===== config.mk =====
export PLATFORM = sky130hd
export DESIGN_NAME = alu_arbiter
export DESIGN_NICKNAME = d
export VERILOG_FILES = /design/src/rtl/alu_arbiter.sv
export SDC_FILE = /design/constraint.sdc
export NUM_CORES = 1
export LEC_CHECK = 0
export ABC_AREA = 1
export CAP_MARGIN = 25
export CORE_AREA = 2 2 289 291
export DETAILED_ROUTE_END_ITERATION = 8
export DIE_AREA = 0 0 291 293
export GPL_TIMING_DRIVEN = 0
export PLACE_DENSITY = 0.46
export REMOVE_ABC_BUFFERS = 1
export SYNTH_ARGS = -nofsm -noshare
export SYNTH_HDL_FRONTEND = slang
export SYNTH_SLANG_ARGS = --single-unit

===== constraint.sdc =====
create_clock -name clk -period 2.7 [get_ports clk]
set_input_delay 0.27 -clock clk [delete_from_list [all_inputs] [get_ports clk]]
set_output_delay 0.27 -clock clk [all_outputs]
set_load 0.01 [all_outputs]

===== src/rtl/alu_arbiter.sv =====
// alu_arbiter: shares one combinational ALU between two requesters.
// Round-robin grant, registered ALU operands, one registered response slot.
//
// Handshake rules, for both the request ports and the response channel:
//   a transfer happens on a rising edge where valid and ready are both high.
//   Requesters hold valid and operands stable until ready. Once rsp_valid
//   rises, every rsp_* output is held until rsp_ready is seen. reqN_ready
//   is a combinational function of state and the valids, and is low during reset.
module alu_arbiter #(
  parameter int REG_WIDTH     = 64,
  parameter int ALU_CTRL_BITS = 5
) (
  input  logic                     clk,
  input  logic                     rst_n,
  // port 0: integer issue
  input  logic                     req0_valid,
  output logic                     req0_ready,
  input  logic [REG_WIDTH-1:0]     req0_rs1,
  input  logic [REG_WIDTH-1:0]     req0_rs2,
  input  logic [REG_WIDTH-1:0]     req0_imm,
  input  logic [ALU_CTRL_BITS-1:0] req0_ctrl,
  // port 1: branch/address unit
  input  logic                     req1_valid,
  output logic                     req1_ready,
  input  logic [REG_WIDTH-1:0]     req1_rs1,
  input  logic [REG_WIDTH-1:0]     req1_rs2,
  input  logic [REG_WIDTH-1:0]     req1_imm,
  input  logic [ALU_CTRL_BITS-1:0] req1_ctrl,
  // shared ALU
  output logic [REG_WIDTH-1:0]     alu_rs1,
  output logic [REG_WIDTH-1:0]     alu_rs2,
  output logic [REG_WIDTH-1:0]     alu_imm,
  output logic [ALU_CTRL_BITS-1:0] alu_ctrl,
  input  logic [REG_WIDTH-1:0]     alu_out,
  input  logic                     alu_zero,
  // response channel
  output logic                     rsp_valid,
  input  logic                     rsp_ready,
  output logic [REG_WIDTH-1:0]     rsp_data,
  output logic                     rsp_zero,
  output logic                     rsp_err,
  output logic                     rsp_id,
  // debug view of the FSM state
  output logic [1:0]               dbg_state
);

  typedef enum logic [1:0] {
    ST_IDLE = 2'd0,
    ST_EXEC = 2'd1,
    ST_RESP = 2'd2
  } state_e;

  state_e                   state_q, state_d;
  // last_grant_q also serves as the id of the transaction in flight
  logic                     last_grant_q, last_grant_d;
  logic [REG_WIDTH-1:0]     alu_rs1_q, alu_rs1_d;
  logic [REG_WIDTH-1:0]     alu_rs2_q, alu_rs2_d;
  logic [REG_WIDTH-1:0]     alu_imm_q, alu_imm_d;
  logic [ALU_CTRL_BITS-1:0] alu_ctrl_q, alu_ctrl_d;
  logic [REG_WIDTH-1:0]     rsp_data_q, rsp_data_d;
  logic                     rsp_zero_q, rsp_zero_d;
  logic                     rsp_err_q, rsp_err_d;
  logic                     rsp_id_q, rsp_id_d;
  logic                     grant_id;
  logic                     ctrl_ok;

  // Legal codes are 0-9, 16 and 18-25; anything else is reported as an error.
  function automatic logic ctrl_legal(input logic [ALU_CTRL_BITS-1:0] c);
    int unsigned v;
    v = 32'(c);
    return (v <= 32'd9) || (v == 32'd16) || ((v >= 32'd18) && (v <= 32'd25));
  endfunction

  assign ctrl_ok = ctrl_legal(alu_ctrl_q);

  // Next-state, grant and register-update logic.
  always_comb begin
    state_d      = state_q;
    last_grant_d = last_grant_q;
    alu_rs1_d    = alu_rs1_q;
    alu_rs2_d    = alu_rs2_q;
    alu_imm_d    = alu_imm_q;
    alu_ctrl_d   = alu_ctrl_q;
    rsp_data_d   = rsp_data_q;
    rsp_zero_d   = rsp_zero_q;
    rsp_err_d    = rsp_err_q;
    rsp_id_d     = rsp_id_q;
    req0_ready   = 1'b0;
    req1_ready   = 1'b0;
    // With both ports valid the port that did not win last time goes next.
    grant_id     = (req0_valid && req1_valid) ? ~last_grant_q : req1_valid;

    unique case (state_q)
      ST_IDLE: begin
        if (req0_valid || req1_valid) begin
          req0_ready   = ~grant_id;
          req1_ready   = grant_id;
          last_grant_d = grant_id;
          alu_rs1_d    = grant_id ? req1_rs1  : req0_rs1;
          alu_rs2_d    = grant_id ? req1_rs2  : req0_rs2;
          alu_imm_d    = grant_id ? req1_imm  : req0_imm;
          alu_ctrl_d   = grant_id ? req1_ctrl : req0_ctrl;
          state_d      = ST_EXEC;
        end
      end
      ST_EXEC: begin
        // An illegal code masks the ALU result so nothing undefined leaks out.
        rsp_data_d = ctrl_ok ? alu_out : '0;
        rsp_zero_d = ctrl_ok ? alu_zero : 1'b0;
        rsp_err_d  = ~ctrl_ok;
        rsp_id_d   = last_grant_q;
        state_d    = ST_RESP;
      end
      ST_RESP: begin
        if (rsp_ready) state_d = ST_IDLE;
      end
      default: state_d = ST_IDLE;
    endcase

    if (!rst_n) begin
      req0_ready = 1'b0;
      req1_ready = 1'b0;
    end
  end

  // State and datapath registers with synchronous active-low reset.
  always_ff @(posedge clk) begin
    if (!rst_n) begin
      state_q      <= ST_IDLE;
      last_grant_q <= 1'b1;
      alu_rs1_q    <= '0;
      alu_rs2_q    <= '0;
      alu_imm_q    <= '0;
      alu_ctrl_q   <= '0;
      rsp_data_q   <= '0;
      rsp_zero_q   <= 1'b0;
      rsp_err_q    <= 1'b0;
      rsp_id_q     <= 1'b0;
    end else begin
      state_q      <= state_d;
      last_grant_q <= last_grant_d;
      alu_rs1_q    <= alu_rs1_d;
      alu_rs2_q    <= alu_rs2_d;
      alu_imm_q    <= alu_imm_d;
      alu_ctrl_q   <= alu_ctrl_d;
      rsp_data_q   <= rsp_data_d;
      rsp_zero_q   <= rsp_zero_d;
      rsp_err_q    <= rsp_err_d;
      rsp_id_q     <= rsp_id_d;
    end
  end

  assign alu_rs1   = alu_rs1_q;
  assign alu_rs2   = alu_rs2_q;
  assign alu_imm   = alu_imm_q;
  assign alu_ctrl  = alu_ctrl_q;
  assign rsp_valid = rst_n && (state_q == ST_RESP);
  assign rsp_data  = rsp_data_q;
  assign rsp_zero  = rsp_zero_q;
  assign rsp_err   = rsp_err_q;
  assign rsp_id    = rsp_id_q;
  assign dbg_state = state_q;

endmodule


Yosys cells after proc, flatten, opt, wreduce, memory -nomap -nowiden --
Index checks and enable logic that the tools add are counted.
Storage, ports and cells: output and inout port bits 269, bits in registers 267, input port bits 464
Operators by class: reductions and logical operators 9, bitwise logic cells 3, order comparisons 3, multiplexer cells 16, eq/ne operators 5
Operator list (count):
- $mux W64 | 4
- $mux W1 | 8
- $pmux W2 S3 | 1
- $eq A5 B5 Y1 const B | 1
- $ge A5 B5 Y1 const B | 1
- $le A5 B4 Y1 const B | 1
- $le A5 B5 Y1 const B | 1
- $mux W5 | 1
- $mux W2 | 2
- $ne A2 B2 Y1 const B | 2
- $reduce_and A2 Y1 | 2
- $logic_and A1 B1 Y1 | 3
- $logic_or A1 B1 Y1 | 3
- $not A1 Y1 | 3
- $eq A2 B1 Y1 const B | 1
- $eq A2 B2 Y1 const B | 1
- $logic_not A2 Y1 | 1

Logic depth before layout (Yosys ltp) --
Gate-level depths: netlist of run 1.
depth after elaboration 6, depth in mapped cells 9

Least setup slack after synthesis of run 1 --
OpenSTA, ideal clock, no wires.
path kind reg-to-output, start register state_q[1] (netlist: dbg_state[1]), end output port req0_ready, slack 1158 ps, path buffers 2, stages on the path, launching flop included 8, data arrival time 1272 ps, cell sequence dfxtp_1 inv_1 nand2_1 nor2_8 buf_2 buf_2 nand2_1 nor2_1
On the way: longest elaborated chain between the ends 3
Ends and longest elaborated chain:
- start, declared | RTL line 53 | state_e state_q, state_d;
- start signal, assigned | RTL line 140 | state_q <= state_d;
- $logic_not A2 Y1 | RTL line 93 | unique case (state_q)
- $mux W1 | RTL line 93
- $mux W1 | RTL line 120 | if (!rst_n) begin
- end, declared | RTL line 17 | output logic req0_ready,
Every way passes these cells.

Final worst setup path of run 1 --
start register last_grant_q, end output port req1_ready
On the way: longest elaborated chain between the ends 5
Ends and longest elaborated chain:
- start, declared | RTL line 55 | logic last_grant_q, last_grant_d;
- start signal, assigned | RTL line 141 | last_grant_q <= last_grant_d;
- $not A1 Y1 | RTL line 91 | grant_id = (req0_valid && req1_valid) ? ~last_grant_q : req1_valid;
- $mux W1 | RTL line 91
- $mux W1 | RTL line 95 | if (req0_valid || req1_valid) begin
- $mux W1 | RTL line 93
- $mux W1 | RTL line 120
- end, declared | RTL line 24 | output logic req1_ready,
Every way passes these cells.

==> metrics.txt, run 1 <==
htree depth 2; WP buf/inv 3; DIE HEIGHT 293 um; most common cell in the netlist nand2_1; Worst EP required 2.43 ns; Initial DRC Count 662; top cells by area, synth dfxtp_1 44%, nand2_1 22%, nand3_1 9.7%; Final setup viols 0; Final Critical Period 2.540 ns; dpl cells 3483; sequential area share after synthesis 0.4368; CORE AREA 81850 um^2; post-synth top area share 0.4368; share of cells above drive strength 1 0.04435; detailed-route DRC error count 0; non-filler cells, final 3576; CP endpoint kind primary output; Die ar. 85260 um^2; die extent in x 291 um; Synth cell types 22; dominant cell type by area after synthesis dfxtp_1; Area Growth Syn to Fin 81.83%; RD Place Congestion 0.7373; crit share post-route 0.9409; crit path DAT 2.27 ns; GRT Overall Usage 0.1550; Initial Util 0.1495; mapped cell area 12240 um^2; largest net degree at the start of global routing 118; fmax 393.6 MHz; WL/cell 19.11 um; DPL Wire Length 41940 um; vias 14770; post-synthesis cell count 1833; CTS clock-pin slew for the worst setup and hold paths 0.06 ns; CP peak stage delay 0.52 ns; Root Driver clkbuf_16; Critical Path Source Type flip-flop; Worst Tran Pin Value 0.9085 ns; Yosys Warn Count 0; final core occ 0.2719; Worst Clk Skew 0.01074 ns; vias in the first global route 14790; Top delay family on crit path buffers and inverters; Sink Count 267; CP Max Fanout 14; Slew HR 0.3929; Crit Path Category flip-flop to primary output; PwrDens 595.2 nW/um^2; Clock Tree Buf Depth 3; initial antenna violation count 6; final wirelength 68350 um; vias per inst 4.131; flops & latches, synth 267; Synth top cells by count 708 x nand2_1, 267 x dfxtp_1, 237 x nand3_1, 160 x a21oi_1, 121 x o21ai_0; grt total ovfl 0; Synth Flop Type dfxtp_1; Layout fillers 9089; Layout Nets 2944; CTS tree yes; RSZ-0062 raised after global routing no; CP max stage cell clkdlybuf4s50_1; Slew Limit Fails 0; MaxCap Viol Count 0; Post-synth EDFFs 0; Fin. Hold Viols 0; Ports 733; Antenna Nets Post-Route 0; Async SR Flop Fraction 0; Core Rows 105; I/O Buffers 732; Avg Cell Area, Syn 6.676 um^2; hold_buf cts 0; clock latency on the worst-skew pair 0.53 ns; status finished, final reports clean; Num CTS Buffers 36; Tightest Hold Check Type input port to flip-flop; P_leak 8.838 nW; Cell Chain, Critical Path nand2_8 > buf_16 > nand3_1 > nor2_4 > buf_12 > clkdlybuf4s50_1; DR pass1 iterations 6; Peak VDD IR 0.4628 mV; first-pass GRT wire length 99510 um
==> worst reg2reg max path: cells and delay by family, from the launching register on <==
family | cells | cell delay, ns
flip-flops | 1 | 0.42
buffers and inverters | 5 | 1.28
AO/OA/AOI/OAI | 1 | 0.16
AND/OR/NAND/NOR | 3 | 0.57
==> report_power, final <==
group	internal, W	total, W	switching (W)
logic	0.00193	0.00382	0.00189
registers	0.00437	0.00460	0.000228
clock network	0.00293	0.00483	0.00190
total	0.00923	0.0132	0.00401
==> metrics by stage <==
| stage | total power [W] | hold slack [ns] | setup WS (ns) | TNS [ns] | instance area, um^2 |
|---|---|---|---|---|---|
| 3_3_place_gp | 0.008245 | 0.4522 | -11.69 | -2866.10 | 20140 |
| 6_report | 0.01325 | 0.2220 | 0.1596 | 0 | 22250 |
| 5_1_grt | 0.01400 | 0.2337 | 0.01355 | 0 | 22250 |
| 3_5_place_dp | 0.008238 | 0.4543 | -0.7815 | -40.85 | 20520 |
| 4_1_cts | 0.01355 | 0.1916 | 0.08760 | 0 | 22250 |
| 2_1_floorplan | 0.005967 | 0.3541 | -1.753 | -448.40 | 11480 |
==> final timing paths <==
check | startpoint | end | slack [ns] | cells after the start
max | last_grant_q | req1_ready | 0.16 | 6
min | rst_n | alu_rs2[35] | 0.22 | 3
max reg2reg | dbg_state[0] | alu_rs2[56] | 0.21 | 9
min reg2reg | alu_imm[54] | alu_imm[54] | 0.46 | 2
==> flip-flops by register name, summed over array words and instances (netlist names) <==
name          flops
last_grant_q      1
alu_rs1          64
rsp_zero          1
alu_imm          64
rsp_err           1
rsp_data         64
alu_rs2          64
dbg_state         2
rsp_id            1
alu_ctrl          5
==> cells in the final DEF (no fill, tap or decap), drive strengths merged <==
master / count
dfxtp: 267
bufinv: 2
inv: 28
diode: 3
o21ai: 132
clkinv: 6
nor3: 1
clkdlybuf4s15: 1
nand3b: 20
nand2: 715
nand3: 237
o22ai: 1
a21oi: 160
clkdlybuf4s50: 728
nor2: 76
dlygate4sd2: 1
clkbuf: 53
bufbuf: 11
nand4: 38
buf: 26
==> cell families (layout without fill, tap and decap cells) <==
family                 Yosys count  count (layout)  synth area share
and+or+nand+nor               1081            1087            0.3724
AOI/OAI and AO/OA              293             293            0.1199
DFF                            267             267            0.4368
other                            0               3                 0
buffers and inverters          192             856           0.07095
==> per-layer routing <==
| metal | GRT usage | share of wire | vias to the layer above |
|---|---|---|---|
| met5 | 0 | 0.00016 | - |
| met4 | 0.05384 | 0.032 | 2 |
| met3 | 0.05764 | 0.093 | 89 |
| met2 | 0.2630 | 0.47 | 591 |
| met1 | 0.1786 | 0.40 | 6766 |
| li1 | - | - | 7324 |
==> layout make-up <==
type,count,area (um^2),area share
Sequential cell,267,5350,0.2404
Tap cell,1070,1339,0.06016
Timing Repair Buffer,767,8113,0.3646
Multi-Input combinational cell,1380,6147,0.2762
Clock inverter,8,90.09,0.004048
Inverter,28,130.1,0.005848
Antenna cell,3,7.507,0.0003374
Clock buffer,53,1076,0.04836
==> timing repair <==
action | in CTS | in global routing
resized for setup | 13 | 0
endpoints found under the setup margin | 2 | 0
buffers inserted | 12 | 0
(Power assumes the default switching activity.)
==> run 2: changes to the inputs <==
SKIP_CTS_REPAIR_TIMING = 1   (was default)
==> metrics.txt, run 2 (same netlist as run 1, synthesis figures left out) <==
final wirelength 67420 um; I/O Buffers 732; Core Rows 105; CTS clock-pin slew for the worst setup and hold paths 0.06 ns; most frequent cells in the layout 728 x clkdlybuf4s50_1, 706 x nand2_1, 265 x dfxtp_1; Root Driver clkbuf_16; final core occ 0.2713; Initial DRC Count 639; Fin. Hold Viols 0; Cell Chain, Critical Path nand2_8 > buf_16 > nand3_2 > nor2_4 > buf_12 > clkdlybuf4s50_1; FF-to-FF path depth 9; fmax 393.1 MHz; Num CTS Buffers 36; Final setup viols 0; worst slack, placed -0.7815 ns; Slew HR 0.3938; CP endpoint kind primary output; first-pass GRT wire length 90530 um; reg2reg setup slack 0.21 ns; WP buf/inv 3; initial antenna violation count 8; HP Start rst_n; Worst EP required 2.43 ns; CORE AREA 81850 um^2; CTS tree yes; htree depth 2; crit share post-route 0.9423; Clock Tree Buf Depth 3; vias in the first global route 14310; crit path DAT 2.27 ns; detailed-route DRC error count 0; PwrDens 594.6 nW/um^2; terminus of the critical flop-to-flop path alu_imm[25]; DPL Wire Length 41940 um; most common cell after layout, fill and taps aside clkdlybuf4s50_1; Initial Util 0.1495; grt total ovfl 0; Antenna Nets Post-Route 0; Slew Limit Fails 0; die extent in x 291 um; RSZ-0062 raised after global routing no; vias per inst 4.093; Top delay family on crit path buffers and inverters; Worst Tran Pin Value 0.9072 ns; status finished, final reports clean; DIE HEIGHT 293 um; vias 14670; Worst Clk Skew 0.01004 ns; Tightest Hold Check Type input port to flip-flop; RD Place Congestion 0.7373; Crit Path Category flip-flop to primary output; final setup margin 0.1559 ns; CP peak stage delay 0.53 ns; Min-Delay Endpoint alu_rs2[35]; CP max stage cell clkdlybuf4s50_1; Peak VDD IR 0.4537 mV; WHS Path Cells 3; DR pass1 iterations 5; WL/cell 18.82 um; MaxCap Viol Count 0; Design Power 0.01320 W; Sink Count 267; Layout Nets 2951; CP Max Fanout 7; FF-to-FF Start dbg_state[0]; Die ar. 85260 um^2; share of cells above drive strength 1 0.04741; Ports 733; P_leak 8.795 nW; Area Growth Syn to Fin 81.43%; Final Critical Period 2.544 ns; Layout fillers 9093; Critical Path Source Type flip-flop; GRT Overall Usage 0.1364; clock latency on the worst-skew pair 0.53 ns; largest net degree at the start of global routing 124
## run 2: changes by cell type in the layout (fill, tap and decap cells not counted), sizes merged
cell,delta
bufbuf,-11
clkbuf,+11
buf,+8
clkdlybuf4s15,-1
dlygate4sd2,-1
dlymetal6s2s,+1
## run 2: final cells by class
type | instances | area (um^2) | share of cell area
Timing Repair Buffer | 774 | 8055 | 0.3628
Multi-Input combinational cell | 1380 | 6152 | 0.2771
Sequential cell | 267 | 5350 | 0.2410
Tap cell | 1070 | 1339 | 0.06030
Clock buffer | 53 | 1076 | 0.04846
Inverter | 28 | 133.9 | 0.006030
Clock inverter | 8 | 90.09 | 0.004057
Antenna cell | 3 | 7.507 | 0.0003381
## run 2: worst min-delay path: cells and delay by family
kind / cells / cell delay (ns)
buffers and inverters: 1 / 0.19
AND/OR/NAND/NOR: 2 / 0.19
## run 2: how the worst max path moves through the flow
stage / from / endpoint / slack (ns) / depth (start not counted)
final: last_grant_q / req1_ready / 0.16 / 6
after global routing: dbg_state[0] / alu_rs1[10] / 0.02 / 9
after CTS: last_grant_q / req0_ready / -0.88 / 6
after detailed placement: req0_valid / req0_ready / -0.78 / 7
after global placement: rst_n / req1_ready / -11.69 / 4
after floorplan: dbg_state[0] / rsp_data[0] / -1.75 / 3
## run 2: power breakdown
group	leakage (nW)	total, W	internal, W	switching [W]
logic	6.01	0.00377	0.00189	0.00188
clock network	0.581	0.00483	0.00293	0.00190
registers	2.20	0.00460	0.00437	0.000230
## run 2: per-stage QoR
stage / std cells / hold WS (ns) / cell area (um^2) / TNS (ns)
after CTS: 3544 / 0.2224 / 21690 / -1.633
after global routing: 3583 / 0.1756 / 22200 / 0
after detailed placement: 3483 / 0.4543 / 20520 / -40.85
final: 3583 / 0.1709 / 22200 / 0
after global placement: 3471 / 0.4522 / 20140 / -2866.10
after floorplan: 1669 / 0.3541 / 11480 / -448.40
## run 2: routing by layer
metal / global-route usage / vias to the layer above / wire (um)
met4: 0.03880 / 2 / 1314
met3: 0.05333 / 71 / 5752
met5: 0 / - / 12
li1: - / 7328 / -
met2: 0.2360 / 553 / 32340
met1: 0.1552 / 6711 / 27990
